$ cat config.mk
export PLATFORM = sky130hd
export DESIGN_NAME = mem_access_ctrl
export DESIGN_NICKNAME = d
export VERILOG_FILES = /design/src/rtl/mem_access_ctrl.sv
export SDC_FILE = /design/constraint.sdc
export NUM_CORES = 1
export LEC_CHECK = 0
export CORE_AREA = 10 10 139 173
export CTS_BUF_LIST = sky130_fd_sc_hd__clkbuf_4
export DETAILED_ROUTE_END_ITERATION = 8
export DIE_AREA = 0 0 149 183
export RECOVER_POWER = 25
export SYNTH_ARGS = -nofsm -noshare
export SYNTH_HDL_FRONTEND = slang
export SYNTH_SLANG_ARGS = --single-unit
$ cat constraint.sdc
create_clock -name clk -period 1.8 [get_ports clk]
set_clock_uncertainty 0.2 [all_clocks]
set_input_delay 0.27 -clock clk [delete_from_list [all_inputs] [get_ports clk]]
set_output_delay 0.27 -clock clk [all_outputs]
set_load 0.01 [all_outputs]
$ cat src/rtl/mem_access_ctrl.sv
// MEM-stage sequencer: runs a req/ack handshake against a multi-cycle data
// memory, stalls the pipeline while waiting, and emits one write-back beat per instruction.
module mem_access_ctrl #(
  parameter int unsigned TIMEOUT = 16,
  parameter int unsigned CNT_W   = 5
) (
  input  logic        clk,
  input  logic        reset,
  input  logic        load,
  input  logic        store,
  input  logic [31:0] mem_address,
  input  logic [31:0] mem_data,
  input  logic [31:0] reg_data,
  input  logic        write_reg,
  input  logic [4:0]  reg_address,
  output logic        dmem_req,
  output logic        dmem_we,
  output logic [31:0] dmem_addr,
  output logic [31:0] dmem_wdata,
  input  logic        dmem_ack,
  input  logic [31:0] dmem_rdata,
  output logic        stall,
  output logic        wb_valid,
  output logic        wb_write_reg,
  output logic [4:0]  wb_reg_address,
  output logic [31:0] wb_data,
  output logic        access_err,
  output logic        timeout
);

  typedef enum logic [1:0] {IDLE, BUSY, DONE} state_t;

  localparam logic [CNT_W-1:0] LAST_WAIT = CNT_W'(TIMEOUT - 1);

  state_t            state, state_d;
  logic [CNT_W-1:0]  cnt, cnt_d;
  logic              req_d, we_d, wb_valid_d, wb_write_reg_d, access_err_d, timeout_d;
  logic [31:0]       addr_d, wdata_d, wb_data_d;
  logic [4:0]        wb_reg_address_d;

  logic acc, mis, both;
  assign acc  = load ^ store;
  assign mis  = |mem_address[1:0];
  assign both = load & store;

  // Only a legal access holds the pipeline from IDLE; DONE is left low so the
  // MEM register advances at the end of the write-back beat.
  assign stall = ((state == IDLE) && acc && !mis) || (state == BUSY);

  always_comb begin
    // NOTE: every next-value starts as a hold (or pulse-clear) so no path can infer a latch.
    state_d          = state;
    cnt_d            = cnt;
    req_d            = dmem_req;
    we_d             = dmem_we;
    addr_d           = dmem_addr;
    wdata_d          = dmem_wdata;
    wb_valid_d       = 1'b0;
    wb_write_reg_d   = wb_write_reg;
    wb_reg_address_d = wb_reg_address;
    wb_data_d        = wb_data;
    access_err_d     = 1'b0;
    timeout_d        = 1'b0;

    unique case (state)
      IDLE: begin
        cnt_d = '0;
        if (acc && !mis) begin
          req_d   = 1'b1;
          we_d    = store;
          addr_d  = {2'b00, mem_address[31:2]};
          wdata_d = mem_data;
          state_d = BUSY;
        end else if (both || (acc && mis)) begin
          access_err_d     = 1'b1;
          wb_valid_d       = 1'b1;
          wb_write_reg_d   = 1'b0;
          wb_reg_address_d = reg_address;
        end else begin
          wb_valid_d       = 1'b1;
          wb_data_d        = reg_data;
          wb_write_reg_d   = write_reg;
          wb_reg_address_d = reg_address;
        end
      end
      BUSY: begin
        cnt_d = cnt + 1'b1;
        // Ack is tested first so a completion on the final wait cycle still counts.
        if (dmem_ack) begin
          req_d            = 1'b0;
          wb_data_d        = dmem_we ? 32'h0 : dmem_rdata;
          wb_write_reg_d   = write_reg & load;
          wb_reg_address_d = reg_address;
          wb_valid_d       = 1'b1;
          state_d          = DONE;
        end else if (cnt == LAST_WAIT) begin
          req_d            = 1'b0;
          timeout_d        = 1'b1;
          wb_valid_d       = 1'b1;
          wb_write_reg_d   = 1'b0;
          wb_reg_address_d = reg_address;
          state_d          = DONE;
        end
      end
      DONE: begin
        cnt_d   = '0;
        state_d = IDLE;
      end
      default: state_d = IDLE;
    endcase
  end

  // NOTE: sequential state uses non-blocking assignments so all registers update together.
  always_ff @(posedge clk) begin
    if (reset) begin
      state          <= IDLE;
      cnt            <= '0;
      dmem_req       <= 1'b0;
      dmem_we        <= 1'b0;
      dmem_addr      <= '0;
      dmem_wdata     <= '0;
      wb_valid       <= 1'b0;
      wb_write_reg   <= 1'b0;
      wb_reg_address <= '0;
      wb_data        <= '0;
      access_err     <= 1'b0;
      timeout        <= 1'b0;
    end else begin
      state          <= state_d;
      cnt            <= cnt_d;
      dmem_req       <= req_d;
      dmem_we        <= we_d;
      dmem_addr      <= addr_d;
      dmem_wdata     <= wdata_d;
      wb_valid       <= wb_valid_d;
      wb_write_reg   <= wb_write_reg_d;
      wb_reg_address <= wb_reg_address_d;
      wb_data        <= wb_data_d;
      access_err     <= access_err_d;
      timeout        <= timeout_d;
    end
  end

endmodule

==> results.cfg, run 1 <==
[run_status]
status = finished, violations left
violations = negative setup slack

[finish]
nFillCells = 2135
finalNonFillerCells = 1067
reg.largest.list = dmem_wdata: 32 flops, wb_data: 32 flops, dmem_addr: 30 flops
layout-drive-gt1-share = 0.1564
antenna_cells = 0
final_cell_mix = clkdlybuf4s50_1 (135), dlygate4sd2_1 (107), dfxtp_1 (104)
fin_area_mm2 = 0.008060
fin_nets = 930
area_growth_pct = 59.10
layout_commonest_cell = clkdlybuf4s50_1

[yosys]
syn_inst = 563
ys_seq_elements = 112
synth_fa_ha_area_frac = 0.007409
yosys_warnings = 0
yosysTopAreaCell = dfxtp_1
synth_top_family_by_area = compound AO/OA/AOI/OAI gates
synth.cell_area_mm2 = 0.005066
synthMuxAreaShare = 0.01185
synth-compound-area-share = 0.2475
synthSimpleGateAreaFrac = 0.2159
avgSynthCellArea_um2 = 8.998
yosysSeqAreaShare = 0.4426
synth.distinct_cells = 40
synth_area_leaders = dfxtp_1 (44%), a21oi_1 (9.7%), a211oi_2 (7.4%)
synth_xor_area_frac = 0.005186
yosysTopAreaCellShare = 0.4426

[setup_path]
required_ps = 1330
r2r_end = wb_data[12]$_SDFFE_PP0P_
reg2reg_depth = 5
r2r_slack_ps = 60
startpoint_type = input pin
crit_fanout = 6
arrival_ps = 1340
worst-setup-path-type = in -> out
critPathCaptureType = primary output
rr_startpoint = state[1]$_SDFFE_PP0P_

[place]
placed_area_mm2 = 0.007945
placedCellCount = 1047
dp_hpwl_um = 13180
gp_congestion = 0.7724
portBuffers = 244

[sta]
setup_tns_ps = -7.319
slew_viol_final = 0
grt_setup_unrepaired = yes
setup_viol = 1
hold_viol_final = 0
fin_hold_ws_ps = 119.2
fin_crit_sh = 1.004
fin_crit_ps = 1807
max_freq_ghz = 0.5533
setup_ws_ps = -7.319

[die]
io_pins = 247
die_h_um = 183
dieArea_mm2 = 0.02727
die_x_um = 149
num_rows = 59
start_util = 0.2451
core_mm2 = 0.02067

[routing]
wl_per_cell_um = 17.96
drt_pass1_iterations = 4
antenna_left = 0
routed_wl_um = 19160
drt_iter0_markers = 191
route.vias.total = 5135
via_per_inst = 4.813
route.detailed.drc = 0

[min_path]
hold_end = wb_reg_address[0]$_SDFFE_PP0P_
holdPathStages = 3
hp-start = reg_address[0]
hp-class = in -> reg

[pwr]
powerDensity_mw_per_mm2 = 662.4
p_total_uw = 5339
total_leakage_power_uw = 0.003195
peakVddDrop_mv = 0.2916

[global_routing]
grt_use_total = 0.1320
overflow = 0
grt_max_degree = 64
grt_antenna_before_repair = 0
grt_pass1_wl_um = 29390
grt_pass1_vias = 5060

[clock_network]
cts_tree = done
clk_pin_slew_ps = 200
clk_path_buf_depth = 2
htreeDepth = 3
root_buffer = clkbuf_4
cts_inserted_buffers = 9
insertion_delay_ps = 480
clock_sinks = 112

[run]
cap_violations = 0
[logic make-up (layout without fill, tap and decap cells)]
logic type	after synthesis	after routing
buffers and inverters	70	299
muxes	6	6
AOI/OAI and AO/OA	200	200
xor gates and xnor gates	3	3
and+or+nand+nor	168	168
DFF	112	112
other	1	2
adders and majority gates	3	3
[layer usage]
metal,track usage,vias up,part of all wire
li1,-,2510,-
met1,0.1626,2434,0.44
met2,0.2124,183,0.46
met3,0.05345,8,0.092
met4,0.02635,0,0.0051
met5,0,-,0
[worst max-delay path by stage]
stage / startpoint / end / slack, ps / cells after the start
2_1_floorplan: cnt[0]$_SDFFE_PP0P_ / wb_reg_address[0]$_SDFFE_PP0P_ / 50 / 6
3_3_place_gp: store / stall / -670 / 6
3_5_place_dp: store / stall / -680 / 6
4_1_cts: state[1]$_SDFFE_PP0P_ / stall / -140 / 3
5_1_grt: state[0]$_SDFFE_PP0P_ / stall / -110 / 5
6_report: store / stall / -7 / 6
[where the power goes]
| part | total (uW) | internal, uW | switching [uW] |
|---|---|---|---|
| logic | 1400 | 743 | 662 |
| clock network | 1230 | 303 | 922 |
| registers | 2710 | 2640 | 69.5 |
| total | 5340 | 3690 | 1650 |
[cell usage after synthesis (all sizes together)]
cell / instances
nand2b: 14
nor2b: 1
a211oi: 33
buf: 39
inv: 2
a21oi: 98
conb: 1
nand2: 3
xor2: 2
nor4: 1
nand3: 63
nor2: 9
nand4b: 1
nor4b: 2
or3b: 1
nor3: 35
mux2i: 6
a31oi: 1
nor3b: 1
nor4bb: 16
clkbuf: 29
and4b: 1
and4bb: 16
dfxtp: 112
ha: 3
o21ai: 66
and3b: 1
o32ai: 1
and3: 1
or2: 2
xnor2: 1
a21o: 1
[per-stage QoR]
step           utilization  setup WS (ps)
2_1_floorplan            -          46.52
3_3_place_gp        0.3844         -668.7
3_5_place_dp        0.3844         -676.9
4_1_cts             0.3869         -138.2
5_1_grt             0.3900         -112.6
6_report            0.3900         -7.319
[cell type report]
type | instances | area [um^2] | share of cell area
clock buffer | 9 | 67.56 | 0.008382
clock inverter | 7 | 53.80 | 0.006675
inverter | 2 | 7.507 | 0.0009314
multi-input combinational | 382 | 2565 | 0.3182
sequential | 112 | 2257 | 0.2800
tap | 274 | 342.8 | 0.04253
timing repair buffer | 281 | 2766 | 0.3432
[what timing repair did]
| action | 4_1_cts | 5_1_grt |
|---|---|---|
| setup buffers | 2 | 2 |
| endpoints found under the hold margin | 12 | 0 |
| hold buffers | 1 | 0 |
| endpoints found under the setup margin | 149 | 7 |
| gates resized for setup | 125 | 13 |
| pin swaps | 5 | 4 |
[critical path, cell delays in order]
cell	delay [ps]
dlygate4sd2_1	270
ha_4	320
nor3b_4	210
nand2_2	80
nand2_2	80
buf_6	100
Note: power is estimated with default switching activity, not from simulation.
==> run 2, diff against run 1 <==
- CORE_AREA: 10 10 139 173 -> 2 2 131 165
- DIE_AREA: 0 0 149 183 -> 0 0 133 167
==> run 2 against run 1 <==
Sequential power about the same. Non-clock buffer count is 7 higher. Largest cell class unchanged. Die area fell by 19%. The run still ends with negative setup slack left. Critical path type is now reg -> reg. Sequential share of layout area decreased by 0.19 points. Cell count rose by 0.75%. Worst hold slack improved by 16 ps. Final area up 1.1%. Worst setup slack got worse by 6.5 ps. Core utilization grew 0.56 points. Clock power shrank 8%.
==> results.cfg, run 2 (synthesis gave the netlist of run 1 again) <==
[routing]
drt_iter0_markers = 174
route.vias.total = 5139
via_per_inst = 4.780
wl_per_cell_um = 16.42
route.detailed.drc = 0
routed_wl_um = 17650
drt_pass1_iterations = 4
antenna_left = 0

[setup_path]
r2r_slack_ps = -10
r2r_end = wb_data[8]$_SDFFE_PP0P_
worst-setup-path-type = reg -> reg
critPathCaptureType = flip-flop
required_ps = 1980
arrival_ps = 2000
rr_startpoint = state[0]$_SDFFE_PP0P_
startpoint_type = flip-flop
crit_fanout = 10
reg2reg_depth = 6

[pwr]
comb_power_share = 0.273
sw_frac_of_total = 0.3004
p_switching_uw = 1589
pwr-share-clk = 0.214
total_leakage_power_uw = 0.003245
peakVddDrop_mv = 0.3088
powerDensity_mw_per_mm2 = 649.1
seqPwrFrac = 0.513
p_int_uw = 3699

[min_path]
hold_end = dmem_addr[22]$_SDFFE_PP0P_
hp-start = mem_address[24]
holdPathStages = 3
hp-class = in -> reg

[place]
dp_hpwl_um = 11600
gp_congestion = 0.7314
portBuffers = 244
placedCellCount = 1051

[clock_network]
root_buffer = clkbuf_4
clk_path_buf_depth = 2
clock_sinks = 112
htreeDepth = 3
cts_tree = done
insertion_delay_ps = 460
clk_pin_slew_ps = 170
cts_inserted_buffers = 9

[finish]
layout-drive-gt1-share = 0.1688
reg.largest.list = dmem_wdata: 32 flops, wb_data: 32 flops, dmem_addr: 30 flops
area_growth_pct = 60.81
finalNonFillerCells = 1075
layout_commonest_cell = clkdlybuf4s50_1
fin_util = 0.3955
final_cell_mix = clkdlybuf4s50_1 (135), dlygate4sd2_1 (107), dfxtp_1 (99)
fin_nets = 937

[global_routing]
grt_use_total = 0.1526
grt_max_degree = 64
grt_antenna_before_repair = 1
overflow = 0
grt_pass1_vias = 5216
grt_pass1_wl_um = 27520

[die]
num_rows = 59
core_mm2 = 0.02060
start_util = 0.2460
dieArea_mm2 = 0.02221
die_x_um = 133
die_h_um = 167
io_pins = 247

[run_status]
status = finished, violations left
violations = negative setup slack

[sta]
fin_crit_sh = 1.008
fin_crit_ps = 1814
hold_viol_final = 0
timing.slew.headroom = 0.5764
max_freq_ghz = 0.5513
tightestPinTransition_ps = 635.5
setup_viol = 8
slew_viol_final = 0
setup_ws_ps = -13.87
grt_setup_unrepaired = yes

[run]
cap_violations = 0
-- run 2: changes by cell type in the layout (fill, tap and decap cells not counted), moves of 2 or more --
cell and delta:
buf_12 -3, o21ai_0 -13, inv_6 -2, buf_6 +2, dfxtp_2 +4, dfxtp_1 -5
o21ai_1 +13, clkbuf_16 +3, buf_4 +2
-- run 2: per-layer routing --
layer  GRT usage  up-vias  share of wire
li1            -     2536              -
met3     0.05479       10          0.085
met1      0.1812     2409           0.42
met2      0.2611      184           0.48
met4     0.03880        0         0.0079
met5           0        -              0
-- run 2: how the worst max path moves through the flow --
| stage | cells past startpoint | startpoint | endpoint |
|---|---|---|---|
| CTS | 5 | state[0]$_SDFFE_PP0P_ | stall |
| global placement | 6 | store | stall |
| finish | 6 | state[0]$_SDFFE_PP0P_ | wb_data[8]$_SDFFE_PP0P_ |
| global route | 5 | state[0]$_SDFFE_PP0P_ | stall |
| floorplan | 6 | cnt[0]$_SDFFE_PP0P_ | wb_reg_address[0]$_SDFFE_PP0P_ |
| detailed placement | 6 | store | stall |
-- run 2: metrics by stage --
step | setup TNS [ps] | total power [uW] | area, um^2 | hold WS (ps) | worst slack, ps
finish | -55.33 | 5288 | 8147 | 135.0 | -13.87
global route | -2082 | 5621 | 8147 | 70.99 | -109.7
CTS | -87.59 | 5360 | 8046 | 63.10 | -87.59
detailed placement | -59470 | 4258 | 7950 | 259.3 | -651.3
global placement | -58470 | 4248 | 7950 | 259.3 | -667.1
floorplan | 0 | 3438 | 5082 | 146.7 | 46.52
-- run 2: final cells by class --
cell class / count / area [um^2]
Tap cell: 274 / 342.8
Fill cell: 2117 / 12450
Clock buffer: 9 / 67.56
Antenna cell: 1 / 2.502
Inverter: 2 / 7.507
Clock inverter: 7 / 46.29
Timing Repair Buffer: 288 / 2872
Sequential cell: 112 / 2266
Multi-Input combinational cell: 382 / 2542
-- run 2: critical path: stages (launching register included) --
cell and delay, ps:
dfxtp_4 390, buf_4 140, buf_4 130, and3b_2 220
or2_4 290, clkbuf_16 190, a211oi_2 170
-- run 2: power by group through the flow --
stage          clock network (uW)  registers [uW]  logic (uW)
2_1_floorplan                   0            2840         595
3_3_place_gp                    0            2770        1480
3_5_place_dp                    0            2770        1480
4_1_cts                      1230            2710        1410
5_1_grt                      1320            2740        1560
6_report                     1130            2710        1440
-- run 2: repair_timing --
action / in CTS / in global routing
hold endpoints to repair: 13 / 0
pin swaps: 4 / 2
resized for setup: 139 / 23
buffers inserted: 3 / 0
gates cloned: 1 / 3
hold buffers: 1 / 0
setup endpoints to repair: 180 / 47
==> run 3, diff against run 2 <==
- clock period: 1.8 -> 2.08 ns (I/O delays scaled with it)
==> run 3 against run 2 <==
The flow now finishes without violations. First-iteration DRC count is 40% higher. Via count fell by 0.91%. Sequential power down 13%. Sequential share of layout area is 0.27 points higher. Clock power fell by 12%. Global-route usage shrank 0.24 points. Critical endpoint is now dmem_wdata[18]$_SDFFE_PP0P_. Largest power group unchanged. Highest routed layer unchanged.
==> results.cfg, run 3 (synthesis gave the netlist of run 1 again) <==
[finish]
layout_commonest_cell = clkdlybuf4s50_1
area_growth_pct = 58.04
reg.largest.list = dmem_wdata: 32 flops, wb_data: 32 flops, dmem_addr: 30 flops
layout-drive-gt1-share = 0.1321
fin_nets = 925
fin_area_mm2 = 0.008006
final_cell_mix = clkdlybuf4s50_1 (239), dfxtp_1 (109), a21oi_1 (98)

[die]
dieArea_mm2 = 0.02221
io_pins = 247
num_rows = 59
core_mm2 = 0.02060
die_h_um = 167
die_x_um = 133
start_util = 0.2460

[place]
gp_congestion = 0.7377
post-place-ws_ps = -473.1
portBuffers = 244
dp_hpwl_um = 11150
placed_area_mm2 = 0.007848

[setup_path]
required_ps = 2250
startpoint = mem_address[1]
rr_startpoint = cnt[0]$_SDFFE_PP0P_
worst-setup-path-type = in -> reg
reg2reg_depth = 7
crit_fanout = 63
critPathCaptureType = flip-flop
r2r_end = wb_reg_address[2]$_SDFFE_PP0P_
arrival_ps = 2120
startpoint_type = input pin
r2r_slack_ps = 160

[sta]
setup_ws_ps = 129.0
slew_viol_final = 0
hold_viol_final = 0
timing.slew.headroom = 0.4778
tightestPinTransition_ps = 783.4
max_freq_ghz = 0.5126
fin_hold_ws_ps = 92.98
setup_viol = 0
grt_setup_unrepaired = no
fin_crit_ps = 1951
fin_crit_sh = 0.9380

[pwr]
total_leakage_power_uw = 0.002725
peakVddDrop_mv = 0.2520
powerDensity_mw_per_mm2 = 576.5

[clock_network]
htreeDepth = 3
insertion_delay_ps = 460
cts_inserted_buffers = 9
cts_tree = done
clock_sinks = 112
root_buffer = clkbuf_4
clk_path_buf_depth = 2
clk_pin_slew_ps = 180

[global_routing]
grt_antenna_before_repair = 1
grt_pass1_wl_um = 27230
grt_pass1_vias = 5190
grt_use_total = 0.1503
grt_max_degree = 65
overflow = 0

[routing]
antenna_left = 0
drt_iter0_markers = 243
wl_per_cell_um = 15.94
route.detailed.drc = 0
route.vias.total = 5092
drt_pass1_iterations = 5
routed_wl_um = 16930
via_per_inst = 4.795

[min_path]
hold_end = dmem_we$_SDFFE_PP0P_
holdPathStages = 4
hp-class = in -> reg
hp-start = store

[run_status]
status = complete, no violations

[run]
cap_violations = 0
## run 3: cell types whose count changed in the layout (fill, tap and decap cells not counted), sizes merged
cell	before	now
clkdlybuf4s50	135	239
clkbuf	13	10
dlygate4sd2	107	0
buf	40	32
bufbuf	1	0
dlymetal6s2s	0	2
clkinvlp	2	0
dlygate4sd3	1	2
clkinv	4	5
## run 3: metal layers
metal	vias up	track usage	part of all wire	wire length (um)
li1	2494	-	-	-
met5	-	0	0	0
met2	172	0.2645	0.48	8208
met3	9	0.04932	0.074	1249
met4	0	0.03226	0.0071	121
met1	2417	0.1773	0.43	7347
## run 3: worst max-delay path by stage
| stage | end | slack (ps) | cells after the start |
|---|---|---|---|
| CTS | stall | -30 | 6 |
| floorplan | dmem_addr[7]$_SDFFE_PP0P_ | 220 | 6 |
| global route | dmem_req$_SDFFE_PP0P_ | 10 | 7 |
| global placement | stall | -470 | 6 |
| detailed placement | dmem_addr[7]$_SDFFE_PP0P_ | -470 | 7 |
| finish | dmem_wdata[18]$_SDFFE_PP0P_ | 130 | 6 |
## run 3: final cells by class
type | instances | area [um^2]
Clock buffer | 9 | 67.56
Inverter | 2 | 7.507
Antenna cell | 1 | 2.502
Sequential cell | 112 | 2248
Clock inverter | 6 | 45.04
Fill cell | 2037 | 12590
Tap cell | 274 | 342.8
Multi-Input combinational cell | 382 | 2507
Timing Repair Buffer | 276 | 2785
## run 3: metrics by stage
stage          cells  total power [uW]  utilization  setup TNS, ps
4_1_cts         1060              4712       0.3870         -33.65
6_report        1062              4616       0.3887              0
3_3_place_gp    1044              3661       0.3810         -38570
2_1_floorplan    564              2972            -              0
5_1_grt         1062              4882       0.3887              0
3_5_place_dp    1044              3668       0.3810         -39220
## run 3: what timing repair did
item                       CTS  global route
buffers inserted             0             1
hold endpoints to repair    13             0
setup endpoints to repair    2            40
hold buffers                 1             0
gates resized for setup      7             5
## run 3: worst max-delay path, cell delays in order
cell and delay [ps]:
dlygate4sd3_1 590, buf_4 160, or3b_2 490, buf_12 200
o21ai_0 210, a21oi_1 90
## run 3: where the power goes
group | internal [uW] | switching (uW)
logic | 714 | 550
clock network | 248 | 751
registers | 2280 | 68.7
